**config.mk**
```make
export PLATFORM = sky130hd
export DESIGN_NAME = spi_master_flat
export DESIGN_NICKNAME = d
export VERILOG_FILES = /design/src/rtl/spi_master_if.sv /design/src/rtl/spi_master.sv /design/src/flat_wrapper.sv
export SDC_FILE = /design/constraint.sdc
export NUM_CORES = 1
export LEC_CHECK = 0
export ABC_AREA = 1
export BUFFER_PORTS_ARGS = -buffer_cell sky130_fd_sc_hd__buf_2
export CAP_MARGIN = 10
export CORE_MARGIN = 2
export CORE_UTILIZATION = 40
export DETAILED_ROUTE_END_ITERATION = 16
export PLACE_DENSITY = 0.67
export SYNTH_ARGS = -nofsm -noshare
export SYNTH_HDL_FRONTEND = slang
export SYNTH_SLANG_ARGS = --single-unit
```
**constraint.sdc**
```tcl
create_clock -name clk -period 2 [get_ports clk]
set_input_delay 0.1 -clock clk [delete_from_list [all_inputs] [get_ports clk]]
set_output_delay 0.1 -clock clk [all_outputs]
set_load 0.005 [all_outputs]
```
**src/rtl/spi_master_if.sv**
```systemverilog
// Host-side request/response bundle of the SPI initiator for the AES slave.
// The master modport is the host, the slave modport is the spi_master block.
interface spi_master_if;
   logic         start;
   logic [1:0]   nk_sel;
   logic [127:0] data_in;
   logic [255:0] key_in;
   logic [1:0]   nk_val;
   logic         busy;
   logic         done;
   logic [127:0] data_out;

   modport master (
      output start, nk_sel, data_in, key_in,
      input  nk_val, busy, done, data_out
   );

   modport slave (
      input  start, nk_sel, data_in, key_in,
      output nk_val, busy, done, data_out
   );
endinterface

```
**src/rtl/spi_master.sv**
```systemverilog
// SPI mode-0 initiator: one CS-low frame sends 128 data + 256 key bits, idles
// TURN_CYC SCK periods while the slave computes, then reads back 128 result bits.
module spi_master #(
   parameter int CLK_DIV  = 2,
   parameter int TURN_CYC = 4
) (
   input  logic       clk,
   input  logic       rst,
   spi_master_if.slave bus,
   output logic       SCK,
   output logic       CS,
   output logic       MOSI,
   input  logic       MISO
);

   localparam int DIV_W = $clog2(CLK_DIV);

   localparam logic [2:0] ST_IDLE  = 3'd0;
   localparam logic [2:0] ST_LEAD  = 3'd1;
   localparam logic [2:0] ST_TX    = 3'd2;
   localparam logic [2:0] ST_TURN  = 3'd3;
   localparam logic [2:0] ST_RX    = 3'd4;
   localparam logic [2:0] ST_TRAIL = 3'd5;

   logic [2:0]       state_reg;
   logic [DIV_W-1:0] div_reg;
   logic [8:0]       bitcnt_reg;
   logic [383:0]     tx_reg;
   logic [127:0]     rx_reg;
   logic [127:0]     data_out_reg;
   logic [1:0]       nk_val_reg;
   logic             sck_reg;
   logic             cs_reg;
   logic             busy_reg;
   logic             done_reg;
   logic             tick;

   assign tick = (state_reg != ST_IDLE) && (div_reg == DIV_W'(CLK_DIV - 1));

   always_ff @(posedge clk or negedge rst) begin
      if (!rst) begin
         state_reg    <= ST_IDLE;
         div_reg      <= '0;
         bitcnt_reg   <= '0;
         tx_reg       <= '0;
         rx_reg       <= '0;
         data_out_reg <= '0;
         nk_val_reg   <= '0;
         sck_reg      <= 1'b0;
         cs_reg       <= 1'b1;
         busy_reg     <= 1'b0;
         done_reg     <= 1'b0;
      end else begin
         done_reg <= 1'b0;

         if (state_reg == ST_IDLE || tick)
            div_reg <= '0;
         else
            div_reg <= div_reg + DIV_W'(1);

         case (state_reg)
            ST_IDLE: begin
               // A start coinciding with the done pulse is dropped, not queued.
               if (bus.start && !done_reg) begin
                  tx_reg     <= {bus.data_in, bus.key_in};
                  nk_val_reg <= bus.nk_sel;
                  busy_reg   <= 1'b1;
                  cs_reg     <= 1'b0;
                  bitcnt_reg <= '0;
                  state_reg  <= ST_LEAD;
               end
            end

            ST_LEAD: begin
               if (tick) begin
                  bitcnt_reg <= '0;
                  state_reg  <= ST_TX;
               end
            end

            ST_TX: begin
               if (tick) begin
                  if (!sck_reg) begin
                     sck_reg <= 1'b1;
                  end else begin
                     // Zero fill means MOSI is already low once the last bit has gone.
                     sck_reg <= 1'b0;
                     tx_reg  <= {tx_reg[382:0], 1'b0};
                     if (bitcnt_reg == 9'd383) begin
                        bitcnt_reg <= '0;
                        state_reg  <= (TURN_CYC == 0) ? ST_RX : ST_TURN;
                     end else begin
                        bitcnt_reg <= bitcnt_reg + 9'd1;
                     end
                  end
               end
            end

            ST_TURN: begin
               if (tick) begin
                  sck_reg <= ~sck_reg;
                  if (sck_reg) begin
                     if (bitcnt_reg == 9'(TURN_CYC - 1)) begin
                        bitcnt_reg <= '0;
                        state_reg  <= ST_RX;
                     end else begin
                        bitcnt_reg <= bitcnt_reg + 9'd1;
                     end
                  end
               end
            end

            ST_RX: begin
               if (tick) begin
                  if (!sck_reg) begin
                     sck_reg <= 1'b1;
                     rx_reg  <= {rx_reg[126:0], MISO};
                  end else begin
                     sck_reg <= 1'b0;
                     if (bitcnt_reg == 9'd127) begin
                        bitcnt_reg <= '0;
                        cs_reg     <= 1'b1;
                        state_reg  <= ST_TRAIL;
                     end else begin
                        bitcnt_reg <= bitcnt_reg + 9'd1;
                     end
                  end
               end
            end

            ST_TRAIL: begin
               if (tick) begin
                  data_out_reg <= rx_reg;
                  done_reg     <= 1'b1;
                  busy_reg     <= 1'b0;
                  state_reg    <= ST_IDLE;
               end
            end

            default: begin
               sck_reg   <= 1'b0;
               cs_reg    <= 1'b1;
               busy_reg  <= 1'b0;
               state_reg <= ST_IDLE;
            end
         endcase
      end
   end

   assign SCK          = sck_reg;
   assign CS           = cs_reg;
   assign MOSI         = tx_reg[383];
   assign bus.nk_val   = nk_val_reg;
   assign bus.busy     = busy_reg;
   assign bus.done     = done_reg;
   assign bus.data_out = data_out_reg;

endmodule

```
**src/flat_wrapper.sv**
```systemverilog
// flat-port wrapper written by rule: the top's interface ports become plain ports
module spi_master_flat 
#(
   parameter int CLK_DIV  = 2,
   parameter int TURN_CYC = 4
)
  (clk, rst, SCK, CS, MOSI, MISO, bus_start, bus_nk_sel, bus_data_in, bus_key_in, bus_nk_val, bus_busy, bus_done, bus_data_out);
  spi_master_if bus_i ();
  input  logic clk;
  input  logic rst;
  output logic SCK;
  output logic CS;
  output logic MOSI;
  input  logic MISO;
  input wire logic [$bits(bus_i.start)-1:0] bus_start;
  input wire logic [$bits(bus_i.nk_sel)-1:0] bus_nk_sel;
  input wire logic [$bits(bus_i.data_in)-1:0] bus_data_in;
  input wire logic [$bits(bus_i.key_in)-1:0] bus_key_in;
  output wire logic [$bits(bus_i.nk_val)-1:0] bus_nk_val;
  output wire logic [$bits(bus_i.busy)-1:0] bus_busy;
  output wire logic [$bits(bus_i.done)-1:0] bus_done;
  output wire logic [$bits(bus_i.data_out)-1:0] bus_data_out;
  assign bus_i.start = bus_start;
  assign bus_i.nk_sel = bus_nk_sel;
  assign bus_i.data_in = bus_data_in;
  assign bus_i.key_in = bus_key_in;
  assign bus_nk_val = bus_i.nk_val;
  assign bus_busy = bus_i.busy;
  assign bus_done = bus_i.done;
  assign bus_data_out = bus_i.data_out;
  spi_master #(.CLK_DIV(CLK_DIV), .TURN_CYC(TURN_CYC)) u_core (.clk(clk), .rst(rst), .bus(bus_i), .SCK(SCK), .CS(CS), .MOSI(MOSI), .MISO(MISO));
endmodule
```
---- Yosys cells after proc, flatten, opt, wreduce, memory -nomap -nowiden ----
Index checks and enable logic that the tools add are counted.
word-level totals
  register bits after elaboration ......... 659
  latch bits .............................. 0
  bits in writable memories ............... 0
  ROM bits ................................ 0
  input bits .............................. 390
  logic and storage cells ................. 103
  memories kept ........................... 0
operators by class
  add/sub/neg operators ................... 2
  multipliers ............................. 0
  div/mod/pow operators ................... 0
  magnitude comparators ................... 0
  eq/ne operators ......................... 21
  shift-type cells ........................ 0
  multiplexer cells ....................... 44
  bitwise operators ....................... 4
  reduce and logical (&&, ||, !) cells .... 21
operator list
  operator                                                                 count
  384-bit 2-to-1 mux                                                       3
  384-bit case mux with 2 select lines                                     1
  9-bit 2-to-1 mux                                                         11
  9-bit case mux with 5 select lines                                       1
  3-bit 2-to-1 mux                                                         12
  2-bit by 1-bit inequality test with 1-bit output, second input constant  12
  3-bit case mux with 6 select lines                                       1
  1-bit 2-to-1 mux                                                         12
  12-bit AND reduction                                                     1
  9-bit by 1-bit adder with 9-bit output, second input constant            1
  9-bit by 2-bit == test with 1-bit output, second input constant          1
  9-bit by 7-bit == test with 1-bit output, second input constant          1
  9-bit == test, second input constant                                     1
  1-bit case mux with 3 select lines                                       3
  3-bit AND reduction                                                      3
  9-bit AND reduction                                                      1
  4-bit OR reduction                                                       2
  3-bit by 2-bit == test with 1-bit output, second input constant          2
  3-bit == test, second input constant                                     2
  5-bit AND reduction                                                      1
  5-bit nonzero test                                                       1
  1-bit inverter                                                           4
  2-bit AND reduction                                                      2
  4-bit AND reduction                                                      1
  other kinds (11)                                                         12

---- Longest topological paths before layout ----
  word-level depth ........................ 5
  depth in mapped cells ................... 12

---- Worst setup path after synthesis ----
OpenSTA, ideal clock, no wires.
  path kind ............................... register -> register
  from .................................... register u_core.state_reg[0]
  to ...................................... register u_core.tx_reg[377]
  setup time .............................. 130 ps
  data arrival time ....................... 1,598 ps
  required time ........................... 1,870 ps
  path slack .............................. 271 ps
  cell stages (with the launch flop) ...... 13
  path buffers ............................ 4
  clock period less this slack ............ 1,729 ps
  path through ............................ dfrtp_1 buf_6 nor2_4 inv_2 nor2_2 nand3_1 o21ai_2 o21ai_2 buf_6 buf_6 buf_2 nand2_1 o21ai_1
between the ends
  longest elaborated chain between the ends .. 4
RTL lines
  element                                                     RTL line          text
  start: declaration                                          spi_master.sv:25  logic [2:0] state_reg;
  start signal: assignment                                    spi_master.sv:91  state_reg <= (TURN_CYC == 0) ? ST_RX : ST_TURN;
  3-bit nonzero test                                          spi_master.sv:38  assign tick = (state_reg != ST_IDLE) && (div_reg == DIV_W'(CLK_DIV - 1));
  1-bit logical AND                                           spi_master.sv:38
  2-bit by 1-bit inequality test with 1-bit output (no line)  -
  4-bit AND reduction (no line)                               -
  end signal: assignment                                      spi_master.sv:65  tx_reg <= {bus.data_in, bus.key_in};
  end signal: assignment                                      spi_master.sv:88  tx_reg <= {tx_reg[382:0], 1'b0};
  end: declaration                                            spi_master.sv:28  logic [383:0] tx_reg;
Parallel ways exist; a longest one is shown, timed or not.
A chain may end at the register's enable or synchronous reset.

---- Worst setup path in the final report ----
  from .................................... register u_core.state_reg[2]
  to ...................................... register u_core.tx_reg[174]
Same word-level chain as after synthesis.

==> impl_metrics.yaml <==
synth:
  yosysWarningCount: 0
  syn-num-nets: 3209
  postSynthCellCount: 2818
  synth-seq-cells: 659
  synth_cell_types: 25
  syn_area_mm2: 0.0283
  syn_avg_cell_area_um2: 10.1
  synth_seq_area_share_pct: 58.2
global_routing:
  grt_max_degree: 95
  grt_pass1_vias: 24030
  grt_pass1_wl_mm: 131
  gr-total-overflow: 0
  grt_usage_pct: 22.3
  grt_antenna_before_repair: 10
setup_path:
  path_buf_inv: 5
  crit_fanout: 10
  required_ns: 2.47
  worst_ep_arrival_time_ns: 2.42
  cpPeakStageDelay_ns: 0.45
  critical-path-top-delay-family: "buffers and inverters"
  cp-start-kind: "flop"
  crit_top_cell: "clkbuf_16"
  path_class: "flop to flop"
  endpoint_kind: "flop"
  crit_chain: "inv_2, nand2_1, nor2_4, buf_12, clkbuf_16, buf_4, clkbuf_16, mux2i_1, o21ai_1"
  critPathSlowestCell: "dfrtp_2"
drt:
  drc: 0
  drt-vias-per-instance: 5.00
  top_layer_used: "met5"
  wl_met3_mm: 6.03
  drt-initial-drc-count: 2041
  ant_nets: 0
  route.vias.total: 23785
  wl_mm: 84.5
  drt-wirelength-per-cell_um: 17.7
  firstDrtPassIters: 6
  wl_met1_mm: 35.3
  wl_met2_mm: 39.8
sta:
  worst_slack_ns: 0.0497
  max_freq_mhz: 513
  period_share_pct: 97.5
  fin_crit_ns: 1.95
  skew_ns: 0.0183
  finalMaxSlewViolations: 0
  rsz0062_at_grt: "true"
  max-slew-margin-rel_pct: 63.9
  setup_viol: 0
  worstMarginPinSlew_ns: 0.541
  final-hold-violation-count: 0
  fin_setup_tns_ns: 0
clocking:
  clk_pin_slew_ns: 0.06
  htreeDepth: 3
  cts_inserted_buffers: 73
  root_buffer: "clkbuf_16"
  clock_path_buffers: 3
  clk-insertion-delay-late_ns: 0.60
  cts_tree: "yes"
  cts_sinks: 659
pwr:
  p_leak_nw: 18.1
  power.density_mw_per_mm2: 1260
  ir_worst_vdd_mv: 0.680
layout:
  synthToLayoutAreaGrowth_pct: 38.2
  finalNetCount: 4146
  mostFrequentLayoutCells: "nand2_1 (724), dfrtp_1 (656), buf_2 (523)"
  multi_input_area_mm2: 0.0102
  drive_gt1_share_pct: 20.9
  post-route-util_pct: 55.9
  fill_cells: 5737
  largest_register_ff_count: 384
  final_common_cell: "nand2_1"
  seq_area_mm2: 0.0165
die:
  initial_core_util_pct: 40.5
  die-area_mm2: 0.0730
  die_y_um: 270
  num_io_pins: 525
  core_area_mm2: 0.0700
  num_rows: 97
  die_w_um: 270
placed_design:
  place_congestion: 0.847
  dp_hpwl_mm: 50.3
  portBuffers: 524
  pre_cts_slack_ns: 0.00855
min_path:
  min_path_type: "primary input to async pin"
run:
  cap_violations: 0
status:
  status: "completed"
## logic make-up (layout without fill, tap and decap cells)
kind of cell,Yosys count,after routing,share of synthesized area (%)
xor gates and xnor gates,2,2,0.0618
other,0,11,0
AOI/OAI and AO/OA,657,657,11.7
adders and majority gates,1,1,0.0441
DFF,659,659,58.2
muxes,383,383,13.5
and+or+nand+nor,777,777,10.5
buffers and inverters,339,1330,6.03
## area by class of cell
type                            instances  area share, %
Tap cell                              940           3.00
Multi-Input combinational cell       1820           26.1
Sequential cell                       659           42.1
Antenna cell                           11         0.0703
Inverter                              153           1.48
Clock buffer                          109           5.53
Timing Repair Buffer                 1048           21.2
Clock inverter                         20          0.486
## synth_stat cells
cell | number | share of area [%]
ha_1 | 1 | 0.044
buf_1 | 5 | 0.066
clkbuf_1 | 45 | 0.60
dfstp_2 | 1 | 0.093
o31ai_1 | 1 | 0.026
buf_6 | 41 | 1.6
nand2_1 | 724 | 9.6
inv_2 | 5 | 0.066
o21ai_2 | 2 | 0.062
buf_4 | 4 | 0.11
o21ai_0 | 225 | 4.0
a21oi_1 | 2 | 0.035
inv_1 | 148 | 2.0
nor2_1 | 22 | 0.29
o21ai_1 | 423 | 7.5
dfrtp_1 | 658 | 58
nand2_2 | 1 | 0.022
nor2_4 | 2 | 0.079
mux2i_1 | 383 | 14
xor2_1 | 2 | 0.062
nand3_1 | 27 | 0.48
o211ai_1 | 1 | 0.026
nor2_2 | 1 | 0.022
buf_2 | 91 | 1.6
a31oi_1 | 3 | 0.066
## final timing paths
path | slack [ns] | from | cells after the start | end
worst max-delay path | 0.05 | u_core.state_reg[2]$_DFFE_PN0P_ | 9 | u_core.tx_reg[174]$_DFFE_PN0P_
worst min-delay path | 0.08 | rst | 2 | u_core.tx_reg[87]$_DFFE_PN0P_
worst max register to register | 0.05 | u_core.state_reg[2]$_DFFE_PN0P_ | 9 | u_core.tx_reg[174]$_DFFE_PN0P_
worst min register to register | 0.48 | u_core.bus.data_out[59]$_DFFE_PN0P_ | 2 | u_core.bus.data_out[59]$_DFFE_PN0P_
max in group asynchronous | 1.08 | rst | 3 | u_core.tx_reg[315]$_DFFE_PN0P_
min in group clk | 0.31 | bus_key_in[195] | 4 | u_core.tx_reg[195]$_DFFE_PN0P_
## metal layers
metal,GRT usage [%],vias to the layer above
met3,5.73,240
li1,-,11277
met1,28.5,11324
met2,35.7,940
met5,0,-
met4,10.0,4
## worst reg2reg max path, cell delays in order, from the launching register on
cell       delay [ns]
dfrtp_2          0.45
inv_2            0.09
nand2_1          0.10
nor2_4           0.25
buf_12           0.14
clkbuf_16        0.15
buf_4            0.13
clkbuf_16        0.17
mux2i_1          0.23
o21ai_1          0.11
## through the flow
stage / cell area (um^2) / total power, mW / cells / hold WS, ns
2_1_floorplan: 28300 / 29.9 / 2818 / -0.196
3_3_place_gp: 32400 / 33.5 / 4208 / 0.0957
3_5_place_dp: 32400 / 33.9 / 4208 / 0.0980
4_1_cts: 38700 / 48.0 / 4729 / 0.0241
5_1_grt: 39200 / 52.1 / 4757 / 0.0680
6_report: 39200 / 49.2 / 4760 / 0.0849
## report_power, final
group          internal, mW  switching (mW)
clock                  7.67            5.63
combinational          7.44            8.84
sequential             17.2            2.35
total                  32.3            16.8
## what timing repair did
| item | CTS | global route |
|---|---|---|
| hold endpoints to repair | 1046 | 0 |
| resized for setup | 1 | 29 |
| hold buffers | 392 | 0 |
| pin swaps | 0 | 3 |
| cloned | 0 | 7 |
| buffers inserted | 0 | 13 |
| setup endpoints to repair | 6 | 152 |
(Power assumes the default switching activity.)
